$ cat config.mk
export PLATFORM = sky130hd
export DESIGN_NAME = mem_port_arbiter
export DESIGN_NICKNAME = d
export VERILOG_FILES = /design/src/rtl/mem_port_arbiter.sv
export SDC_FILE = /design/constraint.sdc
export NUM_CORES = 1
export LEC_CHECK = 0
export ABC_AREA = 1
export CAP_MARGIN = 20
export CORE_MARGIN = 3
export CORE_UTILIZATION = 40
export CTS_CLUSTER_DIAMETER = 80
export DETAILED_ROUTE_END_ITERATION = 10
export PLACE_DENSITY = 0.83
export RECOVER_POWER = 25
export SYNTH_ARGS = -nofsm -noshare
export SYNTH_HDL_FRONTEND = slang
export SYNTH_SLANG_ARGS = --single-unit
export TNS_END_PERCENT = 30
$ cat constraint.sdc
create_clock -name clk -period 1.7 [get_ports clk]
set_input_delay 0.425 -clock clk [delete_from_list [all_inputs] [get_ports clk]]
set_output_delay 0.425 -clock clk [all_outputs]
set_load 0.01 [all_outputs]
$ cat src/rtl/mem_port_arbiter.sv
// Arbitrates one single-port memory between instruction fetch and load/store.
// Data has priority; a streak limiter guarantees fetch progress and a watchdog bounds WAIT.
module mem_port_arbiter #(
    parameter int ADDR_W     = 32,
    parameter int DATA_W     = 32,
    parameter int MAX_STREAK = 4,
    parameter int TIMEOUT    = 255
) (
    input  logic                clk,
    input  logic                reset,
    input  logic                if_req,
    input  logic [ADDR_W-1:0]   if_addr,
    output logic                if_gnt,
    output logic                if_rvalid,
    output logic [DATA_W-1:0]   if_rdata,
    input  logic                d_req,
    input  logic                d_we,
    input  logic [ADDR_W-1:0]   d_addr,
    input  logic [DATA_W-1:0]   d_wdata,
    input  logic [DATA_W/8-1:0] d_be,
    output logic                d_gnt,
    output logic                d_rvalid,
    output logic [DATA_W-1:0]   d_rdata,
    output logic                mem_req,
    output logic                mem_we,
    output logic [ADDR_W-1:0]   mem_addr,
    output logic [DATA_W-1:0]   mem_wdata,
    output logic [DATA_W/8-1:0] mem_be,
    input  logic                mem_ready,
    input  logic                mem_rvalid,
    input  logic [DATA_W-1:0]   mem_rdata,
    output logic                bus_err
);
    localparam int              SW         = $clog2(MAX_STREAK + 1);
    localparam logic [SW-1:0]   STREAK_MAX = SW'(MAX_STREAK);
    localparam logic [7:0]      TO_LAST    = 8'(TIMEOUT - 1);

    typedef enum logic [1:0] {S_IDLE, S_ISSUE, S_WAIT} state_t;

    state_t        r_state;
    logic          r_own_d;
    logic [7:0]    r_tcnt;
    logic [SW-1:0] r_streak;

    logic          w_any_req;
    logic          w_pick_if;
    logic [SW-1:0] w_streak_nxt;

    assign w_any_req    = if_req | d_req;
    assign w_pick_if    = if_req & (~d_req | (r_streak == STREAK_MAX));
    // Streak only counts data grants that actually made a fetch wait.
    assign w_streak_nxt = !if_req                  ? '0 :
                          (r_streak == STREAK_MAX) ? r_streak : r_streak + SW'(1);

    always_ff @(posedge clk or negedge reset) begin
        if (!reset) begin
            r_state   <= S_IDLE;
            r_own_d   <= 1'b0;
            r_tcnt    <= '0;
            r_streak  <= '0;
            if_gnt    <= 1'b0;
            if_rvalid <= 1'b0;
            if_rdata  <= '0;
            d_gnt     <= 1'b0;
            d_rvalid  <= 1'b0;
            d_rdata   <= '0;
            mem_req   <= 1'b0;
            mem_we    <= 1'b0;
            mem_addr  <= '0;
            mem_wdata <= '0;
            mem_be    <= '0;
            bus_err   <= 1'b0;
        end else begin
            if_gnt    <= 1'b0;
            d_gnt     <= 1'b0;
            if_rvalid <= 1'b0;
            d_rvalid  <= 1'b0;
            bus_err   <= 1'b0;
            case (r_state)
                S_IDLE: begin
                    if (w_any_req) begin
                        mem_req <= 1'b1;
                        r_state <= S_ISSUE;
                        if (w_pick_if) begin
                            r_own_d   <= 1'b0;
                            if_gnt    <= 1'b1;
                            mem_we    <= 1'b0;
                            mem_addr  <= if_addr;
                            mem_wdata <= '0;
                            mem_be    <= '1;
                            r_streak  <= '0;
                        end else begin
                            r_own_d   <= 1'b1;
                            d_gnt     <= 1'b1;
                            mem_we    <= d_we;
                            mem_addr  <= d_addr;
                            mem_wdata <= d_wdata;
                            mem_be    <= d_be;
                            r_streak  <= w_streak_nxt;
                        end
                    end
                end
                S_ISSUE: begin
                    if (mem_ready) begin
                        mem_req <= 1'b0;
                        r_tcnt  <= '0;
                        r_state <= S_WAIT;
                    end
                end
                S_WAIT: begin
                    // A completion in the last allowed cycle still wins over the abort.
                    if (mem_rvalid) begin
                        r_state <= S_IDLE;
                        if (r_own_d) begin
                            d_rvalid <= 1'b1;
                            d_rdata  <= mem_we ? '0 : mem_rdata;
                        end else begin
                            if_rvalid <= 1'b1;
                            if_rdata  <= mem_rdata;
                        end
                    end else if (r_tcnt == TO_LAST) begin
                        r_state <= S_IDLE;
                        bus_err <= 1'b1;
                        if (r_own_d) begin
                            d_rvalid <= 1'b1;
                            d_rdata  <= '0;
                        end else begin
                            if_rvalid <= 1'b1;
                            if_rdata  <= '0;
                        end
                    end else begin
                        r_tcnt <= r_tcnt + 8'd1;
                    end
                end
                default: r_state <= S_IDLE;
            endcase
        end
    end
endmodule

Word-level counts from Yosys, hierarchy flattened
Cells that the tools add are included.
Word-level totals
  input port bits: 139
  bits in latches: 0
  bits in read-only memories: 0
  memory bits (writable): 0
  output and inout bits: 139
  flip-flop bits (word level): 153
  memories kept: 0
Operators by class
  bitwise gates (word level): 5
  equal/unequal tests: 10
  reduce and logical (&&, ||, !) cells: 11
  shift operators: 0
  $add $sub $neg: 2
  $lt $le $gt $ge: 0
  multipliers: 0
  divide/modulo/power cells: 0
  multiplexer cells: 45
Operators by type and width (number)
  32-bit 2-to-1 mux: 11
  8-bit 2-to-1 mux: 3
  1-bit 2-to-1 mux: 20
  8-bit case mux with 2 select lines: 1
  3-bit AND reduction: 5
  3-bit 2-to-1 mux: 3
  8-bit by 1-bit adder with 8-bit output, second input constant: 1
  8-bit equality test, second input constant: 1
  2-bit 2-to-1 mux: 4
  2-bit != test, second input constant: 4
  3-bit != test, second input constant: 2
  2-bit case mux with 3 select lines: 1
  2-bit nonzero test: 3
  4-bit 2-to-1 mux: 1
  4-bit AND reduction: 1
  3-bit by 1-bit adder with 3-bit output, second input constant: 1
  3-bit equality test, second input constant: 1
  2-bit by 1-bit equality test with 1-bit output, second input constant: 1
  2-bit equality test, second input constant: 1
  2-bit logical NOT: 1
  1-bit NOT: 2
  1-bit OR: 2
  1-bit case mux with 2 select lines: 1
  2-bit AND reduction: 1
  1-bit AND: 1

Logic depth before layout (Yosys ltp)
  depth in word-level cells: 6
  depth in mapped cells: 10
  depth with buffers taken out: 9

Worst setup path after synthesis
Ideal clock, no wire load.
  kind: reg2reg
  start: register r_tcnt[0]
  end: register if_rdata[15]
  required time: 1.583 ns
  stages on the path, launching flop included: 11
  arrival: 1.326 ns
  path slack: 0.257 ns
  cell sequence: dfrtp_1 -> inv_1 -> ha_1 -> nand2_1 -> nor2_1 -> nand2_4 -> nand2_8 -> nand3_4 -> buf_6 -> nand2_2 -> nand2_1
On the way
  longest elaborated chain between the ends: 3
Ends and longest elaborated chain
  start, declared: line 42  | logic [7:0] r_tcnt;
  start signal, assigned: line 132  | r_tcnt <= r_tcnt + 8'd1;
  8-bit equality test: line 121  | end else if (r_tcnt == TO_LAST) begin
  2-bit nonzero test (no source line)
  3-bit AND reduction (no source line)
  end signal, assigned: line 119  | if_rdata <= mem_rdata;
  end, declared: line 15  | output logic [DATA_W-1:0] if_rdata,
No other way between the ends.
A chain may end at the register's enable or synchronous reset.

Final worst setup path
  start: register if_rdata[27]
  end: output if_rdata[27]
No word-level cell between the ends.

==> impl_metrics.ini <==
[run_status]
outcome = complete, no violations

[cts]
post_cts.repair.setup_buffers = 0
clock_sinks = 153
clock_path_buffers = 2
clkTransAtPathRegs_ps = 60
clock_latency_ps = 430
htreeDepth = 4
cts_root_buf = clkbuf_16
cts_buffers = 17
cts_tree = built

[power]
powerDensity_nw_per_um2 = 1650
peakVddDrop_mv = 0.863
total_power_mw = 17.0
p_leak_nw = 5.23

[placed_design]
dpl.hpwl_um = 15400
gp_congestion = 0.873
numPortBuffers = 277

[die]
initial_core_util_pct = 41.8
die_w_um = 136
die-area_um2 = 18500
rows = 46
io_pins = 278
die_h_um = 136
coreArea_um2 = 16200

[grt]
antenna_found_initial = 3
grt_max_degree = 61
grt_pass1_wl_um = 33600
gr-total-overflow = 0
grt_pass1_vias = 6516
gr-usage-all-layers_pct = 23.3

[sta]
timing.hold.ws_ps = 307
fmax_mhz = 637
report.final.slew_viol_count = 0
fin_tns_setup_ps = 0
max_slew.worst_pin.slew_ps = 794
rsz0062_at_grt = no
relSlewSlack_pct = 47.1
setup_viol = 0
hold_viol_final = 0
fin_skew_ps = 9.93
period_share_pct = 92.4
post-route-min-period_ps = 1570

[synth]
synth_xor_area_share_pct = 0.388
avgSynthCellArea_um2 = 8.60
synth_top_area_cell = dfrtp_1
synth_cell_type_count = 26
syn_area_um2 = 6780
synth_warnings = 0
synth_seq_cells = 153
synthSimpleGateAreaFrac_pct = 30.3
synth_compound_area_share_pct = 6.39
yosysTopAreaCellShare_pct = 56.5
synth_top_family_by_area = simple AND/OR/NAND/NOR gates
syn_nets = 931
synth-seq-area-share_pct = 56.5
ys_top_cells_by_area = dfrtp_1, nand2_1, nand4_1
synthMuxAreaShare_pct = 0
synth-adder-area-share_pct = 0.738
synthCells = 788

[min_path]
hold_class = input port to flip-flop

[setup_path]
crit_arrival_ps = 1150
path_cells = dlygate4sd2_1
worstPathRequired_ps = 1270
endpoint_kind = output port
path_buf_inv = 1
critPathTopFamily = flip-flops
crit_slowest_cell = dfrtp_1
worstSetupPathType = flip-flop to output port
critPathLaunchType = flip-flop
worst-path-max-fanout = 2
max_stage_delay_ps = 410

[detailed_routing]
ant_nets = 0
drt_wl_total_um = 21500
vias = 6611
drcViolationCount = 0
drtIter0Drc = 393
wl_per_cell_um = 16.6
drtPass1Iterations = 5
via_per_inst = 5.11

[flow_run]
maxCapViolations = 0

[cells_and_area]
drive_gt1_share_pct = 8.09
final_cell_mix = nand2_1, dfrtp_1, dlygate4sd2_1, clkdlybuf4s50_1, nor2_1
final_common_cell = nand2_1
final_nets = 1205
area_growth_pct = 51.3
==> report_power, final <==
| part | switching (mW) | internal, mW | leakage (nW) |
|---|---|---|---|
| clock | 1.60 | 2.17 | 0.269 |
| combinational | 4.11 | 3.02 | 3.05 |
| sequential | 0.855 | 5.22 | 1.92 |
| total | 6.56 | 10.4 | 5.23 |
==> final cells by class <==
class / count / area [µm²]
timing repair buffer: 310 / 2940
tap: 216 / 270
antenna: 2 / 5.00
inverter: 17 / 63.8
clock buffer: 18 / 429
multi-input combinational: 563 / 2560
sequential: 153 / 3830
clock inverter: 14 / 148
fill: 1382 / 5980
==> logic make-up after synthesis <==
kind of cell | count (synthesis)
compound gates | 82
xor+xnor | 3
fa+ha+maj | 4
buf+inv | 72
flops | 153
simple gates | 474
==> final timing paths <==
kind | endpoint | cells after the start | slack, ps | from
setup / recovery | if_rdata[27] | 1 | 130 | if_rdata[27]
hold / removal | bus_err | 2 | 310 | mem_rvalid
setup reg to reg | if_rdata[5] | 10 | 140 | r_tcnt[0]
hold reg to reg | d_rdata[17] | 2 | 460 | d_rdata[17]
max in group asynchronous | r_tcnt[1] | 3 | 260 | reset
min in group asynchronous | d_rdata[11] | 2 | 390 | reset
==> what timing repair did <==
action / CTS / global route
cloned: 0 / 0
endpoints found under the hold margin: 12 / 0
hold buffers: 1 / 0
endpoints found under the setup margin: 139 / 14
resized for setup: 139 / 2
==> registers in the layout (all words and copies together) (netlist names), 2 cells and up <==
signal	cells
mem_be	4
d_rdata	32
mem_addr	32
mem_wdata	32
r_tcnt	8
if_rdata	32
r_streak	3
r_state	2
==> layer usage <==
| metal | GRT usage (%) | routed length, µm |
|---|---|---|
| met1 | 27.8 | 8120 |
| met2 | 38.1 | 10600 |
| met3 | 9.47 | 2260 |
| met4 | 8.62 | 546 |
| met5 | 0 | 13 |
==> synth_stat cells <==
cell	instances
a21oi_1	65
buf_1	6
buf_2	10
buf_4	16
buf_6	6
clkbuf_1	17
clkinv_1	1
dfrtp_1	153
ha_1	4
inv_1	14
inv_2	2
nand2_1	307
nand2_2	11
nand2_4	1
nand2_8	1
nand3_1	15
nand3_4	2
nand4_1	64
nor2_1	70
nor2_4	2
nor3_1	1
o21ai_0	10
o21bai_1	2
o22a_1	4
o31ai_1	1
xor2_1	3
==> stage by stage <==
| step | setup slack [ps] | instances | util (%) | area, µm² |
|---|---|---|---|---|
| after floorplan | 257 | 788 | - | 6780 |
| after global placement | -41.8 | 1258 | 60.8 | 9870 |
| after detailed placement | -122 | 1258 | 60.8 | 9870 |
| after CTS | 61.6 | 1291 | 63.4 | 10300 |
| after global routing | 14.4 | 1293 | 63.2 | 10300 |
| final | 129 | 1293 | 63.2 | 10300 |
(Power assumes the default switching activity.)
